**src/rtl/spike_rate_if.sv**
```systemverilog
// spike_rate_if: groups the run control, spike input and both result
// channels of spike_rate_decoder.
//   master: producer of the spike train / consumer of results
//           (drives ena, spike_in, window_len, rate_ready)
//   slave : the decoder (drives rate_out/valid/sat/overrun, isi_out/valid)
interface spike_rate_if #(
  parameter int WINDOW_W = 8,
  parameter int COUNT_W  = 8,
  parameter int ISI_W    = 8
) ();
  logic                ena;
  logic                spike_in;
  logic [WINDOW_W-1:0] window_len;
  logic [COUNT_W-1:0]  rate_out;
  logic                rate_valid;
  logic                rate_ready;
  logic                rate_sat;
  logic                rate_overrun;
  logic [ISI_W-1:0]    isi_out;
  logic                isi_valid;

  modport master (
    output ena, spike_in, window_len, rate_ready,
    input  rate_out, rate_valid, rate_sat, rate_overrun, isi_out, isi_valid
  );

  modport slave (
    input  ena, spike_in, window_len, rate_ready,
    output rate_out, rate_valid, rate_sat, rate_overrun, isi_out, isi_valid
  );
endinterface

```
**src/rtl/spike_rate_decoder.sv**
```systemverilog
// spike_rate_decoder: readout stage turning a binary spike train into
// numbers. Counts spikes over back-to-back windows of L cycles
// (window_len, 0 meaning 2^WINDOW_W) and offers each count on a
// valid/ready channel; also measures inter-spike intervals.
// Ports:
//   clk   - clock, all state changes on the rising edge
//   rst_n - asynchronous active-low reset
//   bus   - spike_rate_if.slave: ena, spike_in, window_len, rate_ready in;
//           rate_out, rate_valid, rate_sat, rate_overrun, isi_out,
//           isi_valid out (all outputs registered)
module spike_rate_decoder #(
  parameter int WINDOW_W = 8,
  parameter int COUNT_W  = 8,
  parameter int ISI_W    = 8
) (
  input  logic        clk,
  input  logic        rst_n,
  spike_rate_if.slave bus
);

  typedef enum logic {IDLE, RUN} state_e;

  localparam logic [COUNT_W-1:0] CNT_MAX  = '1;
  localparam logic [ISI_W-1:0]   ISI_MAX  = '1;
  localparam logic [WINDOW_W:0]  LEN_FULL = {1'b1, {WINDOW_W{1'b0}}};

  state_e              state_q, state_d;
  logic [WINDOW_W-1:0] cyc_q, cyc_d;
  logic [WINDOW_W:0]   len_q, len_d;       // one extra bit so 2^WINDOW_W fits
  logic [COUNT_W-1:0]  cnt_q, cnt_d;
  logic                sat_q, sat_d;
  logic [ISI_W-1:0]    isi_cnt_q, isi_cnt_d;
  logic                have_prev_q, have_prev_d;
  logic [COUNT_W-1:0]  rate_out_q, rate_out_d;
  logic                rate_valid_q, rate_valid_d;
  logic                rate_sat_q, rate_sat_d;
  logic                rate_overrun_q, rate_overrun_d;
  logic [ISI_W-1:0]    isi_out_q, isi_out_d;
  logic                isi_valid_q, isi_valid_d;

  logic                accept;
  logic                last_edge;
  logic                cnt_full;
  logic [COUNT_W-1:0]  cnt_inc;
  logic                sat_inc;
  logic [ISI_W-1:0]    isi_inc;
  logic [WINDOW_W:0]   len_new;

  always_comb begin
    // NOTE: every variable assigned in this block gets a default first so
    // no path can leave one unassigned and infer a latch.
    state_d        = state_q;
    cyc_d          = cyc_q;
    len_d          = len_q;
    cnt_d          = cnt_q;
    sat_d          = sat_q;
    isi_cnt_d      = isi_cnt_q;
    have_prev_d    = have_prev_q;
    rate_out_d     = rate_out_q;
    rate_valid_d   = rate_valid_q;
    rate_sat_d     = rate_sat_q;
    rate_overrun_d = rate_overrun_q;
    isi_out_d      = isi_out_q;
    isi_valid_d    = 1'b0;

    accept    = rate_valid_q & bus.rate_ready;
    len_new   = (bus.window_len == '0) ? LEN_FULL : {1'b0, bus.window_len};
    last_edge = ({1'b0, cyc_q} == (len_q - (WINDOW_W+1)'(1)));
    cnt_full  = (cnt_q == CNT_MAX);
    cnt_inc   = (bus.spike_in && !cnt_full) ? cnt_q + COUNT_W'(1) : cnt_q;
    sat_inc   = sat_q | (bus.spike_in & cnt_full);
    // min(isi_cnt+1, max): serves both the running count and the result
    isi_inc   = (isi_cnt_q == ISI_MAX) ? ISI_MAX : isi_cnt_q + ISI_W'(1);

    // Handshake runs in either state; a result load below overrides it.
    if (accept) begin
      rate_valid_d   = 1'b0;
      rate_sat_d     = 1'b0;
      rate_overrun_d = 1'b0;
    end

    unique case (state_q)
      IDLE: begin
        if (bus.ena) begin
          // Start edge: spike_in is deliberately not counted here.
          state_d   = RUN;
          cyc_d     = '0;
          cnt_d     = '0;
          sat_d     = 1'b0;
          isi_cnt_d = '0;
          len_d     = len_new;
        end
      end
      RUN: begin
        if (!bus.ena) begin
          // Abort: partial window dropped, pending result untouched.
          state_d     = IDLE;
          have_prev_d = 1'b0;
        end else begin
          if (last_edge) begin
            rate_out_d     = cnt_inc;
            rate_sat_d     = sat_inc;
            rate_valid_d   = 1'b1;
            rate_overrun_d = rate_valid_q & ~bus.rate_ready;
            cyc_d          = '0;
            cnt_d          = '0;
            sat_d          = 1'b0;
            len_d          = len_new;
          end else begin
            cyc_d = cyc_q + WINDOW_W'(1);
            cnt_d = cnt_inc;
            sat_d = sat_inc;
          end

          if (bus.spike_in) begin
            if (have_prev_q) begin
              isi_out_d   = isi_inc;
              isi_valid_d = 1'b1;
            end
            isi_cnt_d   = '0;
            have_prev_d = 1'b1;
          end else begin
            isi_cnt_d = isi_inc;
          end
        end
      end
      default: state_d = IDLE;
    endcase
  end

  // NOTE: sequential state uses non-blocking assignments only, so every
  // flop samples the pre-edge values of the others.
  always_ff @(posedge clk or negedge rst_n) begin
    if (!rst_n) begin
      state_q        <= IDLE;
      cyc_q          <= '0;
      len_q          <= '0;
      cnt_q          <= '0;
      sat_q          <= 1'b0;
      isi_cnt_q      <= '0;
      have_prev_q    <= 1'b0;
      rate_out_q     <= '0;
      rate_valid_q   <= 1'b0;
      rate_sat_q     <= 1'b0;
      rate_overrun_q <= 1'b0;
      isi_out_q      <= '0;
      isi_valid_q    <= 1'b0;
    end else begin
      state_q        <= state_d;
      cyc_q          <= cyc_d;
      len_q          <= len_d;
      cnt_q          <= cnt_d;
      sat_q          <= sat_d;
      isi_cnt_q      <= isi_cnt_d;
      have_prev_q    <= have_prev_d;
      rate_out_q     <= rate_out_d;
      rate_valid_q   <= rate_valid_d;
      rate_sat_q     <= rate_sat_d;
      rate_overrun_q <= rate_overrun_d;
      isi_out_q      <= isi_out_d;
      isi_valid_q    <= isi_valid_d;
    end
  end

  assign bus.rate_out     = rate_out_q;
  assign bus.rate_valid   = rate_valid_q;
  assign bus.rate_sat     = rate_sat_q;
  assign bus.rate_overrun = rate_overrun_q;
  assign bus.isi_out      = isi_out_q;
  assign bus.isi_valid    = isi_valid_q;

endmodule

```
**src/flat_wrapper.sv**
```systemverilog
// flat-port wrapper written by rule: the top's interface ports become plain ports
module spike_rate_decoder_flat 
#(
  parameter int WINDOW_W = 8,
  parameter int COUNT_W  = 8,
  parameter int ISI_W    = 8
)
  (clk, rst_n, bus_ena, bus_spike_in, bus_window_len, bus_rate_ready, bus_rate_out, bus_rate_valid, bus_rate_sat, bus_rate_overrun, bus_isi_out, bus_isi_valid);
  spike_rate_if #(.WINDOW_W(WINDOW_W), .COUNT_W(COUNT_W), .ISI_W(ISI_W)) bus_i ();
  input  logic clk;
  input  logic rst_n;
  input wire logic [$bits(bus_i.ena)-1:0] bus_ena;
  input wire logic [$bits(bus_i.spike_in)-1:0] bus_spike_in;
  input wire logic [$bits(bus_i.window_len)-1:0] bus_window_len;
  input wire logic [$bits(bus_i.rate_ready)-1:0] bus_rate_ready;
  output wire logic [$bits(bus_i.rate_out)-1:0] bus_rate_out;
  output wire logic [$bits(bus_i.rate_valid)-1:0] bus_rate_valid;
  output wire logic [$bits(bus_i.rate_sat)-1:0] bus_rate_sat;
  output wire logic [$bits(bus_i.rate_overrun)-1:0] bus_rate_overrun;
  output wire logic [$bits(bus_i.isi_out)-1:0] bus_isi_out;
  output wire logic [$bits(bus_i.isi_valid)-1:0] bus_isi_valid;
  assign bus_i.ena = bus_ena;
  assign bus_i.spike_in = bus_spike_in;
  assign bus_i.window_len = bus_window_len;
  assign bus_i.rate_ready = bus_rate_ready;
  assign bus_rate_out = bus_i.rate_out;
  assign bus_rate_valid = bus_i.rate_valid;
  assign bus_rate_sat = bus_i.rate_sat;
  assign bus_rate_overrun = bus_i.rate_overrun;
  assign bus_isi_out = bus_i.isi_out;
  assign bus_isi_valid = bus_i.isi_valid;
  spike_rate_decoder #(.WINDOW_W(WINDOW_W), .COUNT_W(COUNT_W), .ISI_W(ISI_W)) u_core (.clk(clk), .rst_n(rst_n), .bus(bus_i));
endmodule
```
**config.mk**
```make
export PLATFORM = sky130hd
export DESIGN_NAME = spike_rate_decoder_flat
export DESIGN_NICKNAME = d
export VERILOG_FILES = /design/src/rtl/spike_rate_if.sv /design/src/rtl/spike_rate_decoder.sv /design/src/flat_wrapper.sv
export SDC_FILE = /design/constraint.sdc
export NUM_CORES = 1
export LEC_CHECK = 0
export CAP_MARGIN = 25
export CELL_PAD_IN_SITES_DETAIL_PLACEMENT = 2
export CELL_PAD_IN_SITES_GLOBAL_PLACEMENT = 2
export CORE_MARGIN = 10
export CORE_UTILIZATION = 37
export CTS_CLUSTER_SIZE = 8
export DETAILED_ROUTE_END_ITERATION = 8
export GPL_ROUTABILITY_DRIVEN = 1
export MAX_ROUTING_LAYER = met4
export PLACE_DENSITY = 0.81
export REMOVE_ABC_BUFFERS = 1
export SLEW_MARGIN = 20
export SYNTH_ARGS = -nofsm -noshare
export SYNTH_HDL_FRONTEND = slang
export SYNTH_SLANG_ARGS = --single-unit
```
**constraint.sdc**
```tcl
create_clock -name clk -period 3.61 [get_ports clk]
set_input_delay 0.722 -clock clk [delete_from_list [all_inputs] [get_ports clk]]
set_output_delay 0.722 -clock clk [all_outputs]
set_load 0.02 [all_outputs]
```
=== Yosys cells after proc, flatten, opt, wreduce, memory -nomap -nowiden ===
Cells that the tools add are included.

* Word-level logic and storage cells: 78
* Output and inout port bits: 20
* Bits in registers: 56

* Muxes and demuxes: 40
* Bitwise logic cells: 6
* Reductions and logical operators: 8
* Add/sub/neg operators: 4
* Equal/unequal tests: 7

{| class="wikitable"
|+ Operator list
! kind !! count
|-
| 2-to-1 mux 8 bit || 9
|-
| case mux 8 bit (2 select lines) || 3
|-
| 2-to-1 mux 9 bit || 4
|-
| adder 8 x 1 -> 8 bit (second input constant) || 3
|-
| 2-to-1 mux 1 bit || 22
|-
| case mux 9 bit (2 select lines) || 1
|-
| equality test 8 bit (second input constant) || 2
|-
| equality test 8 x 9 -> 1 bit || 1
|-
| subtractor 9 x 1 -> 9 bit (second input constant) || 1
|-
| logical NOT 8 bit || 1
|-
| inequality test 2 bit (second input constant) || 3
|-
| AND reduction 3 bit || 2
|-
| AND reduction 2 bit || 2
|-
| AND reduction 4 bit || 1
|-
| bitwise AND 1 bit || 3
|-
| inequality test 2 x 1 -> 1 bit (second input constant) || 1
|-
| inverter 1 bit || 2
|-
| case mux 1 bit (2 select lines) || 1
|-
| logical AND 1 bit || 1
|-
| logical NOT 1 bit || 1
|-
| OR 1 bit || 1
|}

=== Logic depth before layout (Yosys ltp) ===
* Depth after elaboration: 7
* Mapped depth: 9
* Gate-level depth less buffers: 8

=== Worst setup path after synthesis ===
Ideal clock, no wire load.

* Path kind: flip-flop to flip-flop
* Start: reg u_core.len_q[0]
* End: reg u_core.len_q[0]
* Clock period less this slack: 2538 ps
* Arrival: 2413 ps
* Stages on the path, launching flop included: 10
* Buffers on the path: 1
* Path slack: 1072 ps
* Cells stage by stage: dfrtp_1 > inv_1 > ha_1 > nor3b_4 > nand3_1 > a2111oi_4 > a21oi_2 > nor3_4 > buf_6 > mux2_4

* Word-level cells in the longest chain between the ends: 4

{| class="wikitable"
|+ RTL lines
! element !! RTL line !! RTL
|-
| start, declared || spike_rate_decoder.sv:29 || <nowiki>logic [WINDOW_W:0] len_q, len_d;</nowiki>
|-
| start signal, assigned || spike_rate_decoder.sv:151 || <nowiki>len_q <= len_d;</nowiki>
|-
| subtractor 9 x 1 -> 9 bit || spike_rate_decoder.sv:68 || <nowiki>last_edge = ({1'b0, cyc_q} == (len_q - (WINDOW_W+1)'(1)));</nowiki>
|-
| equality test 8 x 9 -> 1 bit || spike_rate_decoder.sv:68 ||
|-
| inequality test 2 bit (no source line) || n/a ||
|-
| AND reduction 3 bit (no source line) || n/a ||
|}

Every way passes these cells.
A chain may end at the register's enable or synchronous reset.

=== Worst setup path after layout ===
* Start: reg u_core.len_q[0]
* End: reg u_core.len_q[1]

The elaborated chain is that of the path after synthesis.

==> impl_metrics.csv <==
group,metric,value,unit
clocking,clk_latency,0.32,ns
finish,final_cell_count_no_fill,438,
finish,n_antenna_cell,0,
floorplanning,io_pins,33,
clocking,clockBufferDepth,2,
clocking,numCtsBuffers,5,
finish,drive_above_1_share,14.11,%
global_routing,grt_max_degree,41,
timing,tightest_slew,0.6465,ns
floorplanning,dieArea,12450,um^2
setup_path,critPathLaunchType,"flip-flop",
synthesis,netlist-cell-type-count,51,
timing,rsz0062_at_grt,"false",
timing,skew,0.008436,ns
floorplanning,start_util,37.94,%
pwr,power,2.368,mW
place,hpwl,6337,um
synthesis,netlist_instances,297,
routing,drt_iter0_drc,41,
setup_path,cpPeakStageDelay,0.55,ns
pwr,ir_worst_vdd,0.0003177,V
timing,relSlewSlack,56.74,%
setup_path,cp_max_fo,10,
place,gp_routability_congestion,0.7738,
setup_path,path_class,"flip-flop to flip-flop",
timing,drv_slew,0,
finish,fillers,888,
timing,period_needed,2.950,ns
clocking,cts-hold-fix-buffers,0,
routing,drt-wirelength-per-cell,19.57,um
global_routing,grt-ovfl-total,0,
setup_path,slowest_stage,"nor3_4",
synthesis,ys.flop_type,"dfrtp_1",
finish,finalNetCount,349,
synthesis,ys_ff_latch,56,
clocking,cts-root-buf,"clkbuf_8",
timing,final_hold_viol_count,0,
place,dp_cells,429,
synthesis,yosys_warnings,0,
min_path,min_path_type,"input pin to asynchronous set/reset pin",
synthesis,synth_top_area_cell,"dfrtp_1",
timing,timing.final.crit_share,81.72,%
pwr,leakage,1.546,nW
floorplanning,die_x,111.6,um
floorplanning,core-area,8175,um^2
synthesis,synth_seq_area_share,45.18,%
setup_path,end_kind,"flip-flop",
synthesis,synth_area,3102,um^2
routing,wl,8571,um
clocking,cts_setup_buffers,0,
global_routing,grt.total_usage,14.42,%
run_status,status,"complete, no violations",
floorplanning,die_y,111.6,um
clocking,htree_levels,2,
clocking,clock-sinks,56,
clocking,cts_tree,"yes",
synthesis,async_flop_share,100.0,%
finish,area_growth,18.27,%
synthesis,synth-edff-count,0,
timing,max_freq,0.3390,GHz
routing,ant_nets,0,
setup_path,critPathRequiredTime,3.82,ns
routing,drc,0,
floorplanning,num_rows,33,
global_routing,grt_pass1_vias,2750,
clocking,cts_resized,0,
timing,finalSetupViolations,0,
synthesis,avgSynthCellArea,10.44,um^2
finish,fin_util,44.87,%
synthesis,synth_area_leaders,"dfrtp_1 45%, xnor2_1 4.5%, mux2_2 4.4%, o21ai_0 2.6%, mux2_4 2.4%",
routing,routed_via_density,5.719,
timing,tns,0,ns
timing,timing.hold.ws,0.2646,ns
global_routing,grt_pass1_wl,14590,um
job,maxCapViolations,0,
routing,dr.pass1.iters,4,
place,port_buffers,32,
routing,routed-via-count,2505,
setup_path,arrival,3.16,ns
synthesis,yosysTopAreaCellShare,45.18,%
pwr,power_density,645.4,nW/um^2
global_routing,antenna_found_initial,0,
setup_path,cp_cell_sequence,"inv_1 -> ha_1 -> nor3b_4 -> nand3_1 -> a2111oi_4 -> a21oi_2 -> nor3_4 -> mux2_2",
clocking,clk_pin_slew,0.11,ns
-- critical path, delay by kind of cell (launching register included) --
family / cells / cell delay (ns)
compound gates: 2 / 0.62
simple gates: 3 / 1.00
fa+ha+maj: 1 / 0.24
buf+inv: 1 / 0.09
flops: 1 / 0.48
mux: 1 / 0.40
-- through the flow --
stage	worst slack, ns	cell area [um^2]
after floorplan	0.8586	3034
after global placement	0.7220	3533
after detailed placement	0.6128	3533
after CTS	0.5939	3649
after global routing	0.4256	3669
final	0.6598	3669
-- per-layer routing --
metal,vias up,track usage [%],wire length (um)
li1,1152,-,-
met1,1310,17.00,3810
met2,37,24.93,4415
met3,6,2.791,297
met4,0,2.999,48
met5,-,-,0
-- power breakdown --
group / switching, mW / internal (mW)
clock: 0.229 / 0.211
sequential: 0.226 / 0.775
combinational: 0.479 / 0.448
total: 0.933 / 1.43
-- cells in the mapped netlist (8+ instances only) --
cell type  number
dfrtp_1        56
nand2_1        19
nor2_1         19
inv_1          17
o21ai_0        16
xnor2_1        16
mux2_2         12
nand3_1        11
a31oi_1        10
and3_1          8
clkbuf_1        8
-- kinds of logic after synthesis --
group | Yosys count | synth area share, %
XOR/XNOR | 20 | 5.647
multiplexers | 22 | 8.390
adder cells (fa/ha/maj) | 4 | 1.614
AND/OR/NAND/NOR | 91 | 16.74
flip-flops | 56 | 45.18
buffers and inverters | 29 | 4.235
AO/OA/AOI/OAI | 75 | 18.19
-- final cells by class --
type	instances	area [um^2]	share of cell area, %
clock buffers	5	68.82	1.876
clock inverters	3	46.29	1.262
inverters	17	63.81	1.739
multi-input cells	212	1569	42.77
flip-flops and latches	56	1401	38.20
well taps	105	131.4	3.581
repair buffers	40	387.9	10.57
-- flip-flops by register name (all words and copies together), names as in the netlist, 8 cells and up --
register and count:
u_core.cyc_q 8, u_core.len_q 9, u_core.bus.rate_out 8, u_core.bus.isi_out 8, u_core.cnt_q 8, u_core.isi_cnt_q 8
-- placed cells by master (no fill, tap or decap), drive strengths merged, types with 6 or more instances in the layout --
cell / count
o21ai: 17
mux2: 17
nor2: 19
dfrtp: 56
a21oi: 8
clkdlybuf4s50: 31
and3: 8
a31oi: 10
o2bb2ai: 7
inv: 18
xnor2: 16
nand3: 12
buf: 9
nand2: 19
nor3: 10
o221ai: 6
-- worst paths after layout --
path / from / to / slack, ns / cells past startpoint
worst min register to register: u_core.bus.isi_out[1] / u_core.bus.isi_out[1] / 0.50 / 2
worst max-delay path: u_core.len_q[0] / u_core.len_q[1] / 0.66 / 8
worst min-delay path: rst_n / u_core.bus.isi_out[4] / 0.26 / 1
min in group clk: u_core.bus.isi_out[1] / u_core.bus.isi_out[1] / 0.50 / 2
worst max register to register: u_core.len_q[0] / u_core.len_q[1] / 0.66 / 8
max in group asynchronous: rst_n / u_core.cyc_q[0] / 2.68 / 3
Note: power is estimated with default switching activity, not from simulation.
